[config.mk]
export PLATFORM = sky130hd
export DESIGN_NAME = edge_threshold_stats
export DESIGN_NICKNAME = d
export VERILOG_FILES = /design/src/rtl/edge_threshold_stats.sv
export SDC_FILE = /design/constraint.sdc
export NUM_CORES = 1
export LEC_CHECK = 0
export ABC_AREA = 1
export BUFFER_PORTS_ARGS = -buffer_cell sky130_fd_sc_hd__buf_2
export CAP_MARGIN = 20
export CORE_UTILIZATION = 55
export DETAILED_ROUTE_END_ITERATION = 10
export GPL_TIMING_DRIVEN = 0
export PLACE_DENSITY = 0.76
export RECOVER_POWER = 50
export SETUP_SLACK_MARGIN = 0.1
export SYNTH_ARGS = -nofsm -noshare
export SYNTH_HDL_FRONTEND = slang
export SYNTH_SLANG_ARGS = --single-unit
[constraint.sdc]
create_clock -name iCLK -period 5.5 [get_ports iCLK]
set_input_delay 0.275 -clock iCLK [delete_from_list [all_inputs] [get_ports iCLK]]
set_output_delay 0.275 -clock iCLK [all_outputs]
set_load 0.05 [all_outputs]
[src/rtl/edge_threshold_stats.sv]
// edge_threshold_stats
//   Post-processing stage behind the Sobel edge filter. It binarizes the edge
//   magnitude against a per-frame threshold, with hysteresis along the line.
//   It re-formats pixels for display according to a per-frame mode. It counts
//   edge pixels in each frame for software and LEDs. The pixel path is a
//   2-cycle pipeline.
//
// Ports
//   iCLK, iRST               pixel clock, asynchronous active-high reset
//   iRed/iGreen/iBlue        input channels (edge magnitude), DATA_W bits
//   iDVAL                    input pixel valid
//   iSOL                     first pixel of a line, qualified by iDVAL
//   iFVAL                    frame valid, high for the whole frame
//   iThresh, iMode           threshold and display mode, latched at frame start
//   oRed/oGreen/oBlue        formatted output channels
//   oDVAL                    output valid, iDVAL delayed by 2 cycles
//   oEdgeCount               edge count of the last completed frame
//   oCountValid              1-cycle pulse when oEdgeCount updates
//   oFrameCnt                completed-frame counter, wraps

module edge_threshold_stats #(
    parameter int unsigned DATA_W  = 12,
    parameter int unsigned COUNT_W = 22,
    parameter int unsigned HYST_EN = 1
) (
    input  logic               iCLK,
    input  logic               iRST,
    input  logic [DATA_W-1:0]  iRed,
    input  logic [DATA_W-1:0]  iGreen,
    input  logic [DATA_W-1:0]  iBlue,
    input  logic               iDVAL,
    input  logic               iSOL,
    input  logic               iFVAL,
    input  logic [DATA_W-1:0]  iThresh,
    input  logic [1:0]         iMode,
    output logic [DATA_W-1:0]  oRed,
    output logic [DATA_W-1:0]  oGreen,
    output logic [DATA_W-1:0]  oBlue,
    output logic               oDVAL,
    output logic [COUNT_W-1:0] oEdgeCount,
    output logic               oCountValid,
    output logic [15:0]        oFrameCnt
);

    localparam logic [DATA_W-1:0]  PIX_MAX = '1;
    localparam logic [COUNT_W-1:0] CNT_MAX = '1;
    localparam logic [COUNT_W-1:0] CNT_ONE = {{(COUNT_W-1){1'b0}}, 1'b1};
    localparam logic               HYST_ON = (HYST_EN != 0);

    typedef enum logic [2:0] {SYNC, IDLE, FRAME, DRAIN, DONE} state_t;

    // ------------------------------------------------------------------
    // Stage 1: channel maximum and input delay
    // ------------------------------------------------------------------
    logic [DATA_W-1:0] in_max;
    logic [DATA_W-1:0] s1_red, s1_green, s1_blue, s1_max;
    logic              s1_dval, s1_sol;

    always_comb begin
        in_max = iRed;
        if (iGreen > in_max) in_max = iGreen;
        if (iBlue > in_max)  in_max = iBlue;
    end

    always_ff @(posedge iCLK or posedge iRST) begin
        if (iRST) begin
            s1_red   <= '0;
            s1_green <= '0;
            s1_blue  <= '0;
            s1_max   <= '0;
            s1_dval  <= 1'b0;
            s1_sol   <= 1'b0;
        end else begin
            s1_red   <= iRed;
            s1_green <= iGreen;
            s1_blue  <= iBlue;
            s1_max   <= in_max;
            s1_dval  <= iDVAL;
            s1_sol   <= iSOL & iDVAL;
        end
    end

    // ------------------------------------------------------------------
    // Stage 2: edge decision and output formatting
    // ------------------------------------------------------------------
    state_t            state;
    logic [DATA_W-1:0] thr_q;
    logic [1:0]        mode_q;
    logic              prev_q;
    logic              prev_eff;
    logic              edge_hit;
    logic [DATA_W-1:0] fmt_red, fmt_green, fmt_blue;

    // Hysteresis never reaches across a line start.
    assign prev_eff = prev_q & ~s1_sol;
    assign edge_hit = (s1_max >= thr_q) | (HYST_ON & prev_eff & (s1_max >= (thr_q >> 1)));

    always_comb begin
        fmt_red   = s1_red;
        fmt_green = s1_green;
        fmt_blue  = s1_blue;
        case (mode_q)
            2'b01: begin
                fmt_red   = edge_hit ? PIX_MAX : '0;
                fmt_green = edge_hit ? PIX_MAX : '0;
                fmt_blue  = edge_hit ? PIX_MAX : '0;
            end
            2'b10: begin
                fmt_red   = edge_hit ? s1_red   : '0;
                fmt_green = edge_hit ? s1_green : '0;
                fmt_blue  = edge_hit ? s1_blue  : '0;
            end
            2'b11: begin
                if (edge_hit) begin
                    fmt_red   = s1_max;
                    fmt_green = '0;
                    fmt_blue  = '0;
                end
            end
            default: ;
        endcase
    end

    // Outputs and hysteresis state only move on valid pixels.
    always_ff @(posedge iCLK or posedge iRST) begin
        if (iRST) begin
            oRed   <= '0;
            oGreen <= '0;
            oBlue  <= '0;
            oDVAL  <= 1'b0;
            prev_q <= 1'b0;
        end else begin
            oDVAL <= s1_dval;
            if (s1_dval) begin
                oRed   <= fmt_red;
                oGreen <= fmt_green;
                oBlue  <= fmt_blue;
                prev_q <= edge_hit;
            end
        end
    end

    // ------------------------------------------------------------------
    // Frame FSM and edge statistics
    // ------------------------------------------------------------------
    logic               fval_q;
    logic               drain_q;
    logic [COUNT_W-1:0] cnt_q;
    logic [COUNT_W-1:0] cnt_next;

    // Count the pixel leaving stage 2 this cycle; saturate instead of wrapping.
    always_comb begin
        cnt_next = cnt_q;
        if ((state == FRAME || state == DRAIN) && s1_dval && edge_hit && cnt_q != CNT_MAX) begin
            cnt_next = cnt_q + CNT_ONE;
        end
    end

    always_ff @(posedge iCLK or posedge iRST) begin
        if (iRST) begin
            state       <= SYNC;
            fval_q      <= 1'b0;
            drain_q     <= 1'b0;
            cnt_q       <= '0;
            thr_q       <= '0;
            mode_q      <= 2'b00;
            oEdgeCount  <= '0;
            oCountValid <= 1'b0;
            oFrameCnt   <= '0;
        end else begin
            fval_q      <= iFVAL;
            oCountValid <= 1'b0;
            case (state)
                // Skip whatever frame was in progress when reset released.
                SYNC: begin
                    if (!iFVAL) state <= IDLE;
                end
                // Only a true rising edge starts a frame, so a rise that
                // happened during DRAIN/DONE is ignored until the next one.
                IDLE: begin
                    if (iFVAL && !fval_q) begin
                        state  <= FRAME;
                        thr_q  <= iThresh;
                        mode_q <= iMode;
                        cnt_q  <= '0;
                    end
                end
                FRAME: begin
                    cnt_q <= cnt_next;
                    if (!iFVAL) begin
                        state   <= DRAIN;
                        drain_q <= 1'b0;
                    end
                end
                // Two cycles let the last pixels clear the pipeline.
                DRAIN: begin
                    cnt_q <= cnt_next;
                    if (drain_q) begin
                        state       <= DONE;
                        oEdgeCount  <= cnt_next;
                        oCountValid <= 1'b1;
                        oFrameCnt   <= oFrameCnt + 16'd1;
                    end else begin
                        drain_q <= 1'b1;
                    end
                end
                DONE: begin
                    state <= IDLE;
                end
                default: state <= SYNC;
            endcase
        end
    end

endmodule

Word level (Yosys, flattened, before mapping)
Cells that the tools add are included.
- logic and storage cells: 82
- flip-flop bits (word level): 168
- input port bits: 55
- eq/ne operators: 12
- order comparisons: 4
- add/subtract/negate cells: 2
- bitwise operators: 5
- multiplexer cells: 24
- reductions and logical operators: 15
- operators with widths (cell ; number):
    $mux 12 ; 9
    $pmux 12 s3 ; 3
    $mux 22 ; 2
    $pmux 22 s2 ; 1
    $gt 12x12->1 ; 2
    $add 22x1->22 const B ; 1
    $ne 22x22->1 const B ; 1
    $add 16x1->16 const B ; 1
    $pmux 3 s5 ; 1
    $ge 12x11->1 ; 1
    $ge 12x12->1 ; 1
    $mux 3 ; 4
    $ne 2x2->1 const B ; 4
    $reduce_and 2->1 ; 4
    $eq 3x2->1 const B ; 2
    $eq 2x2->1 const B ; 2
    $logic_and 1x1->1 ; 4
    $reduce_and 4->1 ; 1
    $reduce_bool 2->1 ; 2
    $and 1x1->1 ; 3
    $eq 3x1->1 const B ; 1
    $eq 3x3->1 const B ; 1
    $logic_not 3->1 ; 1
    $mux 1 ; 3
    other kinds (7) ; 7

Depth between registers and ports, before layout
- depth in word-level cells: 8
- mapped depth: 22
- gate-level depth less buffers: 20

Least setup slack after synthesis
No wires, ideal clock.
- path type: input to register
- start: input iRed[9]
- end: register s1_max[10]
- library setup time: 0.078 ns
- path buffers: 2
- slack: 2.611 ns
- stages on the path: 21
- data arrival time: 2.812 ns
- data required time: 5.422 ns
- cells stage by stage: inv_1 > ha_1 > a21oi_1 > nor2_1 > a211oi_1 > nand3_1 > nand2_1 > clkbuf_1 > nand2_1 > nand2_1 > ha_1 > nand4_1 > inv_1 > nand2_1 > nor2_1 > a21oi_1 > nand3_1 > nand2_1 > clkbuf_1 > nor2_1 > a21oi_1
- longest elaborated chain between the ends: 4
- RTL lines (what ; line ; text):
    from (decl) ; 28 ; input logic [DATA_W-1:0] iRed,
    $gt 12x12->1 ; 61 ; if (iGreen > in_max) in_max = iGreen;
    $mux 12 * ; 61 ;
    $gt 12x12->1 ; 62 ; if (iBlue > in_max) in_max = iBlue;
    $mux 12 * ; 62 ;
    named net in_max[10] ; 55 ; logic [DATA_W-1:0] in_max;
    to (signal assigned) ; 77 ; s1_max <= in_max;
    to (decl) ; 56 ; logic [DATA_W-1:0] s1_red, s1_green, s1_blue, s1_max;
The timed path passes the listed nets; every way through them passes the cells marked *.
A chain may end at the register's enable or synchronous reset.

Final worst setup path
- start: input iRed[9]
- end: register s1_max[6]
The elaborated chain is that of the path after synthesis.

==> summary.txt <==
STATUS
-----------------------------------------------------------------------------------------------
Run status                                                                         finished with violations
Failing checks                                                                     max-capacitance violations, max-slew violations

SETUP PATH
-----------------------------------------------------------------------------------------------
Beginning of the critical path                                                          iRed[9]
Number of cell instances on the worst register-to-register path                              12
Maximum fanout encountered on the critical timing path                                       10
Startpoint of the worst register-to-register path                                    s1_max[11]
Data required time at the worst endpoint                                                5830 ps
Worst Setup Start Kind                                                               input port
Endpoint of the most critical register-to-register path                               oGreen[9]
Reg2reg setup slack                                                                     3120 ps
Type of the setup path with the least slack                                        input port to register
End point of the critical path                                                        s1_max[6]
Data arrival time of the critical path                                                  4220 ps
Critical path capture point type                                                       register

FLOORPLANNING
-----------------------------------------------------------------------------------------------
Number of top-level pins                                                                    131
Die span in x                                                                          126.5 um
Initial core utilization                                                                 56.32%
Die height                                                                             126.5 um
Floorplan row count                                                                          45
Die Area                                                                             16010 um^2
Floorplan Core Area                                                                  15150 um^2

SYNTHESIS
-----------------------------------------------------------------------------------------------
Top cell type by total area after synthesis                                        sky130_fd_sc_hd__dfrtp_1
Area share of the leading cell type in the synthesized netlist                           49.28%
Predominant post-synthesis flop cell                                               sky130_fd_sc_hd__dfrtp_1
Cell count after synthesis                                                                 1004
Number of distinct library cells after synthesis                                             39
Number of synthesized register bits                                                         168
Library cell with the highest instance count after synthesis                       sky130_fd_sc_hd__nand2_1
Biggest area contributors in the synthesized netlist                               sky130_fd_sc_hd__dfrtp_1 (49%), sky130_fd_sc_hd__nand2_1 (10%), sky130_fd_sc_hd__ha_1 (7.2%), sky130_fd_sc_hd__nand3_1 (5.2%), sky130_fd_sc_hd__nor2_1 (4.8%)
Commonest cells in the synthesized netlist                                         sky130_fd_sc_hd__nand2_1 (232), sky130_fd_sc_hd__dfrtp_1 (168), sky130_fd_sc_hd__nor2_1 (108)
Fraction of registers with async set/reset                                               100.0%
Share of the yosys chip area belonging to registers                                      49.28%
Synth Net Count                                                                            1108
Mean Syn Cell Area                                                                   8.497 um^2
YS warnings                                                                                   0
Number of enable flip-flop cells after synthesis                                              0
Mapped cell area                                                                      8531 um^2

FINISH
-----------------------------------------------------------------------------------------------
Fill cells                                                                                 1291
Biggest registers after layout                                                     cnt_q x22, oEdgeCount x22, oFrameCnt x16
Ratio of cells with drive above 1 in the final layout                                    9.583%
Net count, final                                                                           1291
# diodes                                                                                      0
Synthesis-to-finish area growth                                                          19.87%
Post-layout util                                                                         67.52%

CLOCK TREE
-----------------------------------------------------------------------------------------------
Root Buffer Master                                                                 sky130_fd_sc_hd__clkbuf_16
Maximum number of buffers from clock root to sink                                             2
Skew-Pair Late Insertion Delay                                                           430 ps
Count of H-tree levels built during CTS                                                       4
Post-CTS sizing                                                                               0
Number of sinks handled by clock tree synthesis                                             168
CTS buffer count                                                                             17
Clock input transition at the sequential cells of the worst setup and hold paths          60 ps
TritonCTS clock tree                                                                        yes

POWER
-----------------------------------------------------------------------------------------------
Power Dens Cells                                                                   559.8 nW/um^2
Pleak                                                                                  5.073 nW
Largest voltage drop on the vdd net                                                    361.6 uV
Power, Total                                                                           5.724 mW

WORST HOLD PATH
-----------------------------------------------------------------------------------------------
Kind of path behind the tightest hold check                                        input port to register

TIMING
-----------------------------------------------------------------------------------------------
Number of hold-slack violations in the final timing report                                    0
Number of max-slew violations in the final report                                            38
F_max                                                                                 257.1 MHz
Count of final setup violators                                                                0
Transition time at the pin with the least slew margin                                   1703 ps
Slew Limit Headroom                                                                     -14.18%
Final sum of negative setup slack                                                          0 ps
Min Tclk post-route                                                                     3890 ps
Setup repair after global routing missed its margin                                       false
Final critical-path share of the clock period                                            70.72%
Maximum clock skew at final layout                                                     10.53 ps
Worst hold slack                                                                       53.29 ps
Post-route setup slack                                                                  1610 ps

GRT
-----------------------------------------------------------------------------------------------
Fraction of met3 tracks used by global routing                                           6.369%
Total grt overflow                                                                            0
Global-route wire length before repair                                                 35130 um
Global routing usage on met2                                                             48.59%
Maximum number of pins on one net before global-route repair                                132
Number of global-route vias before repair                                                  7378
Antenna violations before repair                                                              0
Met1 usage                                                                               34.77%
Top Usage Layer GRT                                                                        met2
Overall global routing resource usage                                                    28.18%

DETAILED ROUTING
-----------------------------------------------------------------------------------------------
Number of nets with antenna violations after detailed routing                                 0
Average vias per placed instance                                                          5.388
Drc violations                                                                                0
Iter 0 DRT Violations                                                                       474
1st-pass router iterations                                                                    5
Routed WL per cell                                                                     15.24 um
DRT Wirelength                                                                         21160 um
Vias post-DR                                                                               7478

PLACE
-----------------------------------------------------------------------------------------------
DP HPWL                                                                                15370 um
GPL Wtd Cong                                                                             0.9205
Quantity of I/O buffers inserted on ports                                                   130
Minimum setup slack after placement                                                     1813 ps

JOB
-----------------------------------------------------------------------------------------------
Number of max-cap violations                                                                  1

repair_timing:
| item | CTS | global route |
|---|---|---|
| buffers inserted | 0 | 0 |
| hold buffers | 33 | 0 |
| endpoints found under the hold margin | 69 | 0 |
critical path: stages:
cell	delay, ps
sky130_fd_sc_hd__dlygate4sd3_1	540
sky130_fd_sc_hd__buf_2	110
sky130_fd_sc_hd__inv_1	60
sky130_fd_sc_hd__ha_1	330
sky130_fd_sc_hd__a21oi_1	190
sky130_fd_sc_hd__nor2_1	60
sky130_fd_sc_hd__a211oi_1	260
sky130_fd_sc_hd__nand3_1	180
sky130_fd_sc_hd__nand2_1	130
sky130_fd_sc_hd__clkbuf_1	330
sky130_fd_sc_hd__nand2_1	90
sky130_fd_sc_hd__nand2_1	100
sky130_fd_sc_hd__ha_1	260
sky130_fd_sc_hd__nand4_1	110
sky130_fd_sc_hd__inv_1	70
sky130_fd_sc_hd__nand2_1	50
sky130_fd_sc_hd__nor2_1	50
sky130_fd_sc_hd__a21oi_1	110
sky130_fd_sc_hd__nand3_1	80
sky130_fd_sc_hd__nand2_1	180
sky130_fd_sc_hd__clkbuf_1	380
sky130_fd_sc_hd__nor2_1	70
sky130_fd_sc_hd__a21oi_1	180
power by group:
| part | internal (mW) | switching, mW | total (mW) | leakage, nW |
|---|---|---|---|---|
| clock network | 0.694 | 0.487 | 1.18 | 0.277 |
| logic | 0.689 | 2.01 | 2.70 | 2.74 |
| registers | 1.60 | 0.241 | 1.85 | 2.06 |
cell type report:
type,instances,area [um^2],area share [%]
well taps,188,235.2,2.300
repair buffers,164,885.9,8.663
flip-flops and latches,168,4204,41.11
inverters,98,369.1,3.609
clock buffers,22,464.2,4.539
clock inverters,10,118.9,1.162
plain buffers,36,173.9,1.701
multi-input cells,702,3775,36.91
cell usage in the layout, fill, tap and decap left out, drive strengths merged, types with 31 or more instances in the layout:
cell type	count
a21oi	75
buf	52
clkbuf	137
dfrtp	168
dlygate4sd3	33
ha	49
inv	98
nand2	245
nand3	90
nand4	31
nor2	115
worst min-delay path by stage:
stage	start	to	cells past startpoint
after floorplan	iFVAL	fval_q	0
after global placement	s1_dval	oDVAL	0
after detailed placement	iRST	oBlue[8]	2
after CTS	iBlue[7]	s1_blue[7]	1
after global routing	iBlue[4]	s1_blue[4]	1
final	iBlue[8]	s1_blue[8]	1
metrics by stage:
step                cells  cell area (um^2)
CTS                  1388             10360
global route         1388             10230
floorplan            1004              8531
finish               1388             10230
global placement     1322              9417
detailed placement   1323              9452
logic make-up (layout without fill, tap and decap cells):
| family | Yosys count | count (layout) | share of synthesized area (%) |
|---|---|---|---|
| mux | 2 | 2 | 0.2640 |
| buf+inv | 134 | 330 | 6.351 |
| flops | 168 | 168 | 49.28 |
| compound gates | 111 | 111 | 6.791 |
| simple gates | 512 | 512 | 27.25 |
| xor+xnor | 28 | 28 | 2.875 |
| fa+ha+maj | 49 | 49 | 7.187 |
per-layer routing:
| layer | wire (um) | part of all wire (%) |
|---|---|---|
| met5 | 0 | 0 |
| met4 | 541 | 2.6 |
| met3 | 1018 | 4.8 |
| met2 | 10640 | 50 |
| met1 | 8961 | 42 |
Note: power is estimated with default switching activity, not from simulation.
